File: src/rtl/button_event_arbiter_if.sv
// button_event_arbiter_if: valid/ready event channel between arbiter and consumer
interface button_event_arbiter_if #(parameter int ID_W = 2);
  logic            evt_valid;
  logic [ID_W-1:0] evt_id;
  logic            evt_ready;
  modport master (output evt_valid, evt_id, input evt_ready);
  modport slave  (input evt_valid, evt_id, output evt_ready);
endinterface

File: src/rtl/button_event_arbiter.sv
// button_event_arbiter: debounces push-buttons and hands presses out round-robin
module button_event_arbiter #(
  parameter int N_BTN  = 4,
  parameter int DIV    = 5000,
  parameter int STABLE = 4,
  parameter int ID_W   = $clog2(N_BTN)
) (
  input  logic                   clk,
  input  logic                   rst,
  input  logic [N_BTN-1:0]       btn_raw,
  button_event_arbiter_if.master evt,
  output logic [N_BTN-1:0]       pending,
  output logic [N_BTN-1:0]       overrun,
  input  logic                   clr_overrun
);
  localparam int TW = $clog2(DIV);
  localparam int CW = $clog2(STABLE);
  typedef enum logic {IDLE, PRESENT} state_t;
  state_t                   state_q;
  logic [N_BTN-1:0]         sync1_q, sync2_q, stable_q, stable_d, diff, flip, press;
  logic [N_BTN-1:0]         pending_q, pending_d, overrun_q, overrun_d, take_mask;
  logic [N_BTN-1:0][CW-1:0] dcnt_q, dcnt_d;
  logic [TW-1:0]            tcnt_q;
  logic [ID_W-1:0]          rr_q, gnt, evt_id_q;
  logic                     evt_valid_q, tick, take;
  assign tick     = tcnt_q == TW'(DIV - 1);
  assign diff     = sync2_q ^ stable_q;
  assign stable_d = stable_q ^ flip;
  assign press    = flip & sync2_q;
  // debounce: count consecutive differing samples, flip the level on the STABLE-th
  always_comb begin
    flip   = '0;
    dcnt_d = dcnt_q;
    for (int i = 0; i < N_BTN; i++) begin
      flip[i]   = tick && diff[i] && dcnt_q[i] == CW'(STABLE - 1);
      dcnt_d[i] = !tick ? dcnt_q[i] : (!diff[i] || flip[i]) ? '0 : dcnt_q[i] + CW'(1);
    end
  end
  // round-robin pick: lowest pending index at or above rr, else lowest overall
  always_comb begin
    gnt = '0;
    for (int i = N_BTN - 1; i >= 0; i--) if (pending_q[i]) gnt = ID_W'(i);
    for (int i = N_BTN - 1; i >= 0; i--) if (pending_q[i] && ID_W'(i) >= rr_q) gnt = ID_W'(i);
  end
  assign take      = state_q == IDLE && |pending_q;
  assign take_mask = take ? N_BTN'(1) << gnt : '0;
  assign pending_d = pending_q & ~take_mask | press;
  assign overrun_d = (clr_overrun ? '0 : overrun_q) | press & pending_q & ~take_mask;
  // synchronisers, sample timer, debounce state and pending/overrun flags
  always_ff @(posedge clk or negedge rst) begin
    if (!rst) begin
      sync1_q   <= '0;
      sync2_q   <= '0;
      tcnt_q    <= '0;
      stable_q  <= '0;
      dcnt_q    <= '0;
      pending_q <= '0;
      overrun_q <= '0;
    end else begin
      sync1_q   <= btn_raw;
      sync2_q   <= sync1_q;
      tcnt_q    <= tick ? '0 : tcnt_q + TW'(1);
      stable_q  <= stable_d;
      dcnt_q    <= dcnt_d;
      pending_q <= pending_d;
      overrun_q <= overrun_d;
    end
  end
  // grant FSM: present one event, hold it until the consumer takes it
  always_ff @(posedge clk or negedge rst) begin
    if (!rst) begin
      state_q     <= IDLE;
      evt_valid_q <= 1'b0;
      evt_id_q    <= '0;
      rr_q        <= '0;
    end else if (state_q == IDLE) begin
      if (take) begin
        evt_id_q    <= gnt;
        evt_valid_q <= 1'b1;
        rr_q        <= gnt == ID_W'(N_BTN - 1) ? '0 : gnt + ID_W'(1);
        state_q     <= PRESENT;
      end
    end else if (evt.evt_ready) begin
      evt_valid_q <= 1'b0;
      state_q     <= IDLE;
    end
  end
  assign evt.evt_valid = evt_valid_q;
  assign evt.evt_id    = evt_id_q;
  assign pending       = pending_q;
  assign overrun       = overrun_q;
endmodule

File: src/flat_wrapper.sv
// flat-port wrapper written by rule: the top's interface ports become plain ports
module button_event_arbiter_flat 
#(
  parameter int N_BTN  = 4,
  parameter int DIV    = 5000,
  parameter int STABLE = 4,
  parameter int ID_W   = $clog2(N_BTN)
)
  (clk, rst, btn_raw, pending, overrun, clr_overrun, evt_evt_valid, evt_evt_id, evt_evt_ready);
  button_event_arbiter_if #(.ID_W(ID_W)) evt_i ();
  input  logic clk;
  input  logic rst;
  input  logic [N_BTN-1:0] btn_raw;
  output logic [N_BTN-1:0] pending;
  output logic [N_BTN-1:0] overrun;
  input  logic clr_overrun;
  output wire logic [$bits(evt_i.evt_valid)-1:0] evt_evt_valid;
  output wire logic [$bits(evt_i.evt_id)-1:0] evt_evt_id;
  input wire logic [$bits(evt_i.evt_ready)-1:0] evt_evt_ready;
  assign evt_evt_valid = evt_i.evt_valid;
  assign evt_evt_id = evt_i.evt_id;
  assign evt_i.evt_ready = evt_evt_ready;
  button_event_arbiter #(.N_BTN(N_BTN), .DIV(DIV), .STABLE(STABLE), .ID_W(ID_W)) u_core (.clk(clk), .rst(rst), .btn_raw(btn_raw), .evt(evt_i), .pending(pending), .overrun(overrun), .clr_overrun(clr_overrun));
endmodule
File: config.mk
export PLATFORM = sky130hd
export DESIGN_NAME = button_event_arbiter_flat
export DESIGN_NICKNAME = d
export VERILOG_FILES = /design/src/rtl/button_event_arbiter_if.sv /design/src/rtl/button_event_arbiter.sv /design/src/flat_wrapper.sv
export SDC_FILE = /design/constraint.sdc
export NUM_CORES = 1
export LEC_CHECK = 0
export BUFFER_PORTS_ARGS = -buffer_cell sky130_fd_sc_hd__buf_2
export CAP_MARGIN = 20
export CORE_MARGIN = 2
export CORE_UTILIZATION = 55
export CTS_CLUSTER_SIZE = 8
export DETAILED_ROUTE_END_ITERATION = 6
export GPL_ROUTABILITY_DRIVEN = 0
export PLACE_DENSITY = 0.75
export SLEW_MARGIN = 0
export SYNTH_ARGS = -nofsm -noshare
export SYNTH_HDL_FRONTEND = slang
export SYNTH_SLANG_ARGS = --single-unit
File: constraint.sdc
create_clock -name clk -period 6.3 [get_ports clk]
set_clock_uncertainty 0.1 [all_clocks]
set_input_delay 0.945 -clock clk [delete_from_list [all_inputs] [get_ports clk]]
set_output_delay 0.945 -clock clk [all_outputs]
set_load 0.01 [all_outputs]
==> results_dict.tcl, run 1 <==
set metrics [dict create \
    worst_hold_path_type "reg2reg" \
    grt_pass1_vias 1521 \
    crit_chain "or4_4 -> nor4_4 -> mux2_2" \
    dr.pass1.iters 4 \
    syn-cell-area_mm2 0.00226 \
    combPwrFrac_pct 2.3 \
    clkPwrFrac_pct 37.5 \
    synth_edf_count 0 \
    crit_arrival_ps 2530 \
    drt_iter0_markers 83 \
    cts_hold_buf 0 \
    core_area_mm2 0.00397 \
    grt_first_pass_wirelength_mm 6.70 \
    clk_path_buf_depth 2 \
    area_delta_synth_final_pct 10.3 \
    fin_crit_ps 2450 \
    cts_tree "yes" \
    p_seq_share_pct 60.2 \
    drv_slew 0 \
    dieArea_mm2 0.00463 \
    pre_cts_ws_ps 3860 \
    hold_viol_final 0 \
    timing.setup.tns_ps 0 \
    fin_cells 260 \
    fin_util_pct 62.7 \
    nets 226 \
    fp.dieW_um 68.1 \
    ctsHtreeMaxLevel 2 \
    synth_cells 189 \
    slew_headroom_pct 44.2 \
    numClockSinks 47 \
    sw_frac_of_total_pct 19.6 \
    whs_ps 259 \
    cp_max_fo 14 \
    vias 1525 \
    num_io_pins 19 \
    routed_wl_mm 4.02 \
    track_usage_pct 19.8 \
    p_per_area_mw_per_mm2 204 \
    ys.flop_type "dfrtp_1" \
    worstSetupEndpointType "flip-flop" \
    io_buffers 18 \
    grt_max_degree 48 \
    fp.dieH_um 68.1 \
    cts.clk_slew.worst_paths_ps 80 \
    cts_setup_buffers 0 \
    cp_slowest_stage_delay_ps 760 \
    start_util_pct 56.8 \
    setup_viol 0 \
    cts_made_buffers 5 \
    drtAntennaViolNets 0 \
    place_hpwl_mm 2.93 \
    crit_slowest_cell "nor4_4" \
    rows 23 \
    synth-seq-area-share_pct 52.1 \
    clkLatencyLatePin_ps 290 \
    vdd_drop_max_uv 184 \
    rsz0062_at_grt "false" \
    ctsRootBufferMaster "clkbuf_8" \
    antenna_found_initial 0 \
    drv_cap 0 \
    worstMarginPinSlew_ps 831 \
    vias_per_cell 5.87 \
    start_kind "flip-flop" \
    antenna_cells 0 \
    wl_per_cell_um 15.5 \
    timing.setup.critical_path_class "reg2reg" \
    required_ps 6380 \
    synth_seq_cells 47 \
    fin_ws_ps 3850 \
    status "finished clean" \
    place_inst 251 \
    leakage_nw 1.14 \
    drive_gt1_share_pct 22.9 \
    async_reset_ff_share_pct 100 \
    crit_buf_inv 0 \
    post-route-period-util_pct 38.9 \
    cp_top_family "simple AND/OR/NAND/NOR gates" \
    power_switching_w 0.0000994 \
    syn_avg_cell_area_um2 11.9 \
    synth_cell_types 38 \
    gr-total-overflow 0 \
    ys_warn_count 0 \
    timing.fmax_ghz 0.408 \
    p_int_w 0.000408 \
    synthesis.nets 206 \
    cts-resized-gates 0 \
    drc_errors 0 \
]
cell usage after synthesis (2+ instances only):
cell      number  area, um2
nor2b_1        2       12.5
o31ai_2        4       50.1
mux2_1         3       33.8
buf_6          2       22.5
or4_4          2       22.5
nor3_1         6       30.0
o31ai_1        4       30.0
clkbuf_1       3       11.3
or4bb_1        4       45.0
nand3_1        5       25.0
dfrtp_1       47       1180
inv_1          7       26.3
a21oi_1        4       20.0
nand2_1        3       11.3
nor3b_1        4       30.0
nand4_1        3       18.8
xor2_1         5       43.8
nand3b_1       4       30.0
mux2i_1        3       30.0
or2_2          2       12.5
nor4_1         6       37.5
nor2_1         6       22.5
mux2_2        11        124
nand2b_1       8       50.1
or3_1          2       12.5
ha_1           9        113
o21ai_0       14       70.1
xnor2_1        6       52.6
logic make-up after synthesis:
family	synth area share, %
simple gates	18.3
buf+inv	2.99
fa+ha+maj	4.99
xor+xnor	4.27
flops	52.1
compound gates	8.98
mux	8.31
per-layer routing:
metal	GRT usage [%]	part of all wire [%]	up-vias
met1	23.4	44	763
met4	6.50	1.5	0
met2	35.1	52	24
met5	0	0	-
li1	-	-	732
met3	4.93	2.8	6
flip-flops by register name, indices dropped and copies added, names as in the netlist:
name	flops
u_core.tcnt_q	13
u_core.dcnt_q	8
u_core.overrun	4
u_core.pending	4
u_core.stable_q	4
u_core.sync1_q	4
u_core.sync2_q	4
u_core.evt.evt_id	2
u_core.rr_q	2
u_core.evt.evt_valid	1
u_core.state_q	1
power by group through the flow:
stage                     Combinational (W)  Clock (W)  Sequential (W)
after floorplan                  0.00000224          0        0.000311
after global placement            0.0000102          0        0.000311
after detailed placement          0.0000107          0        0.000312
after CTS                         0.0000108   0.000195        0.000305
after global routing              0.0000135   0.000211        0.000306
final                             0.0000117   0.000190        0.000305
cell usage in the layout (no fill, tap or decap), types with 3 or more instances in the layout:
master,synthesis,final
nand4_1,3,3
xor2_1,5,5
nor3b_1,4,4
o31ai_2,4,4
buf_2,0,18
ha_1,9,9
clkbuf_8,0,7
mux2_1,3,3
nor3_1,6,6
inv_1,7,7
nand3b_1,4,4
dfrtp_1,47,47
xnor2_1,6,6
mux2i_1,3,3
mux2_2,11,11
o21ai_0,14,14
nor4_1,6,6
or4bb_1,4,4
nand2_1,3,3
nand3_1,5,5
nor2_1,6,6
o31ai_1,4,4
a21oi_1,4,4
nand2b_1,8,8
worst paths after layout:
check / start / end / slack, ps / cells after the start
worst max-delay path: u_core.tcnt_q[4] / u_core.dcnt_q[7] / 3850 / 3
min in group asynchronous: rst / u_core.state_q / 430 / 1
worst min register to register: u_core.sync1_q[1] / u_core.sync2_q[1] / 260 / 0
worst min-delay path: u_core.sync1_q[1] / u_core.sync2_q[1] / 260 / 0
max in group asynchronous: rst / u_core.tcnt_q[5] / 5200 / 2
worst max register to register: u_core.tcnt_q[4] / u_core.dcnt_q[7] / 3850 / 3
cell type report:
type	count	area, um2
Fill cell	309	1480
Multi-Input combinational cell	129	1010
Inverter	7	26.3
Clock buffer	8	100
Timing Repair Buffer	19	110
Tap cell	50	62.6
Sequential cell	47	1180
through the flow:
step                      area [um2]  total power [W]
after floorplan                 2260         0.000313
after global placement          2370         0.000322
after detailed placement        2370         0.000322
after CTS                       2470         0.000512
after global routing            2490         0.000530
final                           2490         0.000508
No activity file was read; power rests on OpenSTA's default activity.
==> run 2: changes to the inputs <==
Clock period 6.3 ns to 2.4 ns, I/O delays scaled along.
==> run 2 against run 1 <==
Net effect:
- the run now ends with hold timing left
- routed wire length shrank 0.77%
- register-to-register slack lost 3600 ps
- final cell count grew 0.77%
- count of clock-buffer cells in the layout shrank 2
- first-iteration DRC count shrank 6.0%
- sequential cell count is the same
==> results_dict.tcl, run 2 (synthesis gave the netlist of run 1 again) <==
set metrics [dict create \
    gr-total-overflow 0 \
    cp_top_family "compound AO/OA/AOI/OAI gates" \
    final_area_mm2 0.00248 \
    fp.dieW_um 68.1 \
    crit_buf_inv 2 \
    rows 23 \
    timing.setup.tns_ps 0 \
    grt_max_degree 31 \
    start_util_pct 56.8 \
    antenna_found_initial 0 \
    grt_pass1_vias 1514 \
    combPwrFrac_pct 2.4 \
    mostFrequentLayoutCells "dfrtp_1 (47), buf_2 (18), o21ai_0 (14), mux2_2 (11), ha_1 (9)" \
    fin_crit_ps 2180 \
    p_per_area_mw_per_mm2 506 \
    fin_cells 262 \
    rsz0062_at_grt "false" \
    top_register "u_core.tcnt_q" \
    fp.dieH_um 68.1 \
    cpMostUsedCell "inv_1" \
    dr.pass1.iters 4 \
    required_ps 2510 \
    place_inst 256 \
    slew_headroom_pct 55.9 \
    clkPwrFrac_pct 33.7 \
    timing.setup.critical_path_class "reg2reg" \
    crit_slowest_cell "a221oi_1" \
    cp_slowest_stage_delay_ps 620 \
    p_int_w 0.00100 \
    status "finished, violations left" \
    crit_arrival_ps 2290 \
    clkLatencyLatePin_ps 290 \
    vias_per_cell 5.71 \
    ctsHtreeMaxLevel 2 \
    setup_viol 0 \
    cts_hold_buf 0 \
    area_delta_synth_final_pct 9.81 \
    power_switching_w 0.000252 \
    ctsRootBufferMaster "clkbuf_8" \
    drv_cap 0 \
    post-route-period-util_pct 91.0 \
    drc_errors 0 \
    drt_iter0_markers 78 \
    cts.clk_slew.worst_paths_ps 80 \
    vias 1496 \
    antenna_cells 0 \
    hold_viol_final 12 \
    core_area_mm2 0.00397 \
    start_kind "flip-flop" \
    grt_first_pass_wirelength_mm 6.85 \
    dieArea_mm2 0.00463 \
    worstSetupEndpointType "flip-flop" \
    drive_gt1_share_pct 23.6 \
    drtAntennaViolNets 0 \
    cts-resized-gates 0 \
    io_buffers 18 \
    numClockSinks 47 \
    vdd_drop_max_uv 493 \
    sw_frac_of_total_pct 20.1 \
    num_io_pins 19 \
    routed_wl_mm 3.99 \
    worst_hold_path_type "in2async" \
    cts_tree "yes" \
    layout_commonest_cell "dfrtp_1" \
    post_dp_cell_area_mm2 0.00241 \
    cp_max_fo 5 \
    crit_chain "mux2i_1 -> a221oi_1 -> inv_1 -> ha_1 -> inv_1 -> o21ai_0 -> o31ai_2" \
    clk_path_buf_depth 2 \
    worstMarginPinSlew_ps 662 \
    p_seq_share_pct 63.9 \
    violations "hold timing" \
    whs_ps -8.44 \
    largest_reg_flops 13 \
    wl_per_cell_um 15.2 \
    fillers 304 \
    cts_made_buffers 5 \
    track_usage_pct 20.4 \
    p_total_w 0.00125 \
    cts_setup_buffers 0 \
    leakage_nw 1.14 \
    nets 230 \
    timing.fmax_ghz 0.458 \
    drv_slew 0 \
    place_hpwl_mm 2.95 \
    top_regs "u_core.tcnt_q: 13 flops, u_core.dcnt_q: 8 flops" \
]
-- run 2: cell count changes in the layout (fill, tap and decap cells not counted) --
cell      change
clkbuf_8      -2
buf_4         +5
buf_12        -1
-- run 2: through the flow --
step	hold slack [ps]	setup slack [ps]	util [%]
6_report	-8.44	216	62.4
5_1_grt	30.2	78.6	62.4
4_1_cts	6.49	251	62.4
3_5_place_dp	244	261	60.6
3_3_place_gp	232	307	60.6
2_1_floorplan	-35.6	207	-
-- run 2: final timing paths --
path,start,end,depth (start not counted),slack (ps)
worst max-delay path,u_core.rr_q[1],u_core.overrun[2],7,220
worst min-delay path,rst,u_core.evt.evt_id[1],1,-8
worst max register to register,u_core.rr_q[1],u_core.overrun[2],7,220
worst min register to register,u_core.sync1_q[3],u_core.sync2_q[3],0,260
max in group asynchronous,rst,u_core.dcnt_q[6],2,1610
min in group clk,btn_raw[1],u_core.sync1_q[1],1,80
-- run 2: final cells by class --
cell class                 count  area [um2]  area share [%]
tap                           50        62.6            2.52
inverter                       7        26.3            1.06
sequential                    47        1180            47.5
timing repair buffer          23         128            5.15
multi-input combinational    129        1010            40.9
clock buffer                   6        72.6            2.93
-- run 2: power groups by stage --
stage,combinational [W],sequential (W),clock [W]
after floorplan,0.00000587,0.000817,0
after global placement,0.0000300,0.000817,0
after detailed placement,0.0000310,0.000818,0
after CTS,0.0000312,0.000802,0.000446
after global routing,0.0000345,0.000803,0.000475
final,0.0000296,0.000802,0.000423
-- run 2: per-layer routing --
metal  global-route usage [%]  share of wire, %  vias up  wire (um)
met1                     25.4                45      740       1820
met3                     4.93               3.3        5        132
met5                        0                 0        -          0
li1                         -                 -      730          -
met2                     33.1                49       21       1970
met4                     10.0               1.8        0         71
==> run 3: changes to the inputs <==
Settings changed: CORE_UTILIZATION 55 to 53, PLACE_DENSITY 0.75 to 0.76, RECOVER_POWER set to 25.
Clock period 2.4 ns to 1.87 ns, I/O delays scaled along.
==> run 3 against run 2 <==
Net effect:
- the flow finishes with violations (setup timing)
- sequential share of layout area is 7.9 points lower
- routed wire length increased by 27%
- first-iteration DRC count is 10% lower
- via count rose by 15%
- clock power is 42% higher
==> results_dict.tcl, run 3 (synthesis gave the netlist of run 1 again) <==
set metrics [dict create \
    p_int_w 0.00134 \
    area_delta_synth_final_pct 32.2 \
    sw_frac_of_total_pct 20.5 \
    antenna_found_initial 0 \
    fp.dieW_um 69.3 \
    gr-total-overflow 0 \
    cts_tree "yes" \
    vias 1720 \
    drt_iter0_markers 70 \
    drc_errors 0 \
    core_area_mm2 0.00406 \
    cts_made_buffers 5 \
    place_hpwl_mm 3.29 \
    crit_arrival_ps 2020 \
    track_usage_pct 21.6 \
    final_area_mm2 0.00298 \
    top_regs "u_core.tcnt_q: 13 flops, u_core.dcnt_q: 8 flops" \
    drive_gt1_share_pct 44.8 \
    rows 23 \
    timing.fmax_ghz 0.516 \
    crit_slowest_cell "or4bb_4" \
    vias_per_cell 5.70 \
    layout_commonest_cell "dfrtp_1" \
    num_io_pins 19 \
    start_kind "flip-flop" \
    cp_top_family "simple AND/OR/NAND/NOR gates" \
    leakage_nw 1.39 \
    whs_ps 81.5 \
    fin_util_pct 73.5 \
    grt_first_pass_wirelength_mm 8.38 \
    fin_ws_ps -67.6 \
    antenna_cells 0 \
    combPwrFrac_pct 2.9 \
    numClockSinks 47 \
    routed_wl_mm 5.07 \
    post-route-period-util_pct 104 \
    drv_cap 0 \
    worst_hold_path_type "in2reg" \
    violations "setup timing" \
    cts.clk_slew.worst_paths_ps 80 \
    post_dp_cell_area_mm2 0.00260 \
    slew_headroom_pct 60.3 \
    mostFrequentLayoutCells "dfrtp_1 (43), buf_4 (34), buf_2 (17), mux2_4 (10), nand2b_1 (8)" \
    fin_crit_ps 1940 \
    rsz0062_at_grt "true" \
    timing.setup.tns_ps -526 \
    largest_reg_flops 13 \
    start_util_pct 55.6 \
    clkPwrFrac_pct 35.8 \
    hold_viol_final 0 \
    drtAntennaViolNets 0 \
    fillers 265 \
    grt_pass1_vias 1883 \
    power_switching_w 0.000343 \
    critical_path_depth 4 \
    drv_slew 0 \
    dieArea_mm2 0.00480 \
    crit_chain "buf_6 -> or4bb_4 -> nor4_4 -> mux2_4" \
    hold_depth 2 \
    wl_per_cell_um 16.8 \
    dr.pass1.iters 4 \
    crit_buf_inv 1 \
    setup_viol 15 \
    multi_input_area_mm2 0.00116 \
    r2r_cells 4 \
    fp.dieH_um 69.3 \
    nets 269 \
    worstMarginPinSlew_ps 596 \
    worstSetupEndpointType "flip-flop" \
    top_register "u_core.tcnt_q" \
    grt_max_degree 26 \
    vdd_drop_max_uv 567 \
    clk_path_buf_depth 2 \
    io_buffers 18 \
    ctsRootBufferMaster "clkbuf_8" \
    ctsHtreeMaxLevel 2 \
    timing.setup.critical_path_class "reg2reg" \
    clkLatencyLatePin_ps 300 \
    p_per_area_mw_per_mm2 563 \
    required_ps 1960 \
    cp_max_fo 5 \
    cp_slowest_stage_delay_ps 540 \
    status "finished, violations left" \
    seq_area_mm2 0.00118 \
    p_seq_share_pct 61.4 \
]
-- run 3: cell types whose count changed in the layout (fill, tap and decap cells not counted), sizes merged --
cell	previous run	this run
clkbuf	6	7
dlygate4sd3	0	5
buf	23	56
clkinv	0	1
-- run 3: power by group through the flow --
stage	Sequential [W]	Clock [W]	Combinational, W
finish	0.00103	0.000601	0.0000481
global route	0.00103	0.000667	0.0000556
CTS	0.00103	0.000618	0.0000499
detailed placement	0.00105	0	0.0000415
global placement	0.00105	0	0.0000404
floorplan	0.00105	0	0.00000775
-- run 3: per-stage QoR --
stage | total power (W) | setup WS [ps] | instances
after floorplan | 0.00106 | -153 | 189
after global placement | 0.00109 | -35.6 | 277
after detailed placement | 0.00109 | -165 | 277
after CTS | 0.00170 | -76.3 | 294
after global routing | 0.00175 | -109 | 302
final | 0.00168 | -67.6 | 302
-- run 3: final timing paths --
| path | from | slack, ps | endpoint |
|---|---|---|---|
| worst max-delay path | u_core.tcnt_q[6] | -70 | u_core.stable_q[2] |
| worst min-delay path | evt_evt_ready | 80 | u_core.state_q |
| worst max register to register | u_core.tcnt_q[6] | -70 | u_core.stable_q[2] |
| worst min register to register | u_core.sync1_q[2] | 250 | u_core.sync2_q[2] |
| max in group asynchronous | rst | 720 | u_core.tcnt_q[0] |
| min in group asynchronous | rst | 410 | u_core.rr_q[1] |
-- run 3: cell type report --
type | instances | share of cell area [%]
Tap cell | 50 | 2.10
Timing Repair Buffer | 62 | 15.4
Clock inverter | 1 | 0.168
Sequential cell | 47 | 39.6
Multi-Input combinational cell | 129 | 39.1
Inverter | 7 | 0.881
Clock buffer | 6 | 2.77
-- run 3: routing by layer --
metal  routed length (um)  global-route usage, %
met1                 2040                   25.6
met2                 2730                   37.3
met3                  160                   4.80
met4                  142                   9.80
met5                    0                      0
-- run 3: what timing repair did --
action                                  4_1_cts  5_1_grt
hold endpoints to repair                     26        0
buffers inserted                              5       10
resized for setup                            12       30
hold buffers                                  5        0
endpoints found under the setup margin       20       24
pin swaps                                     2        8
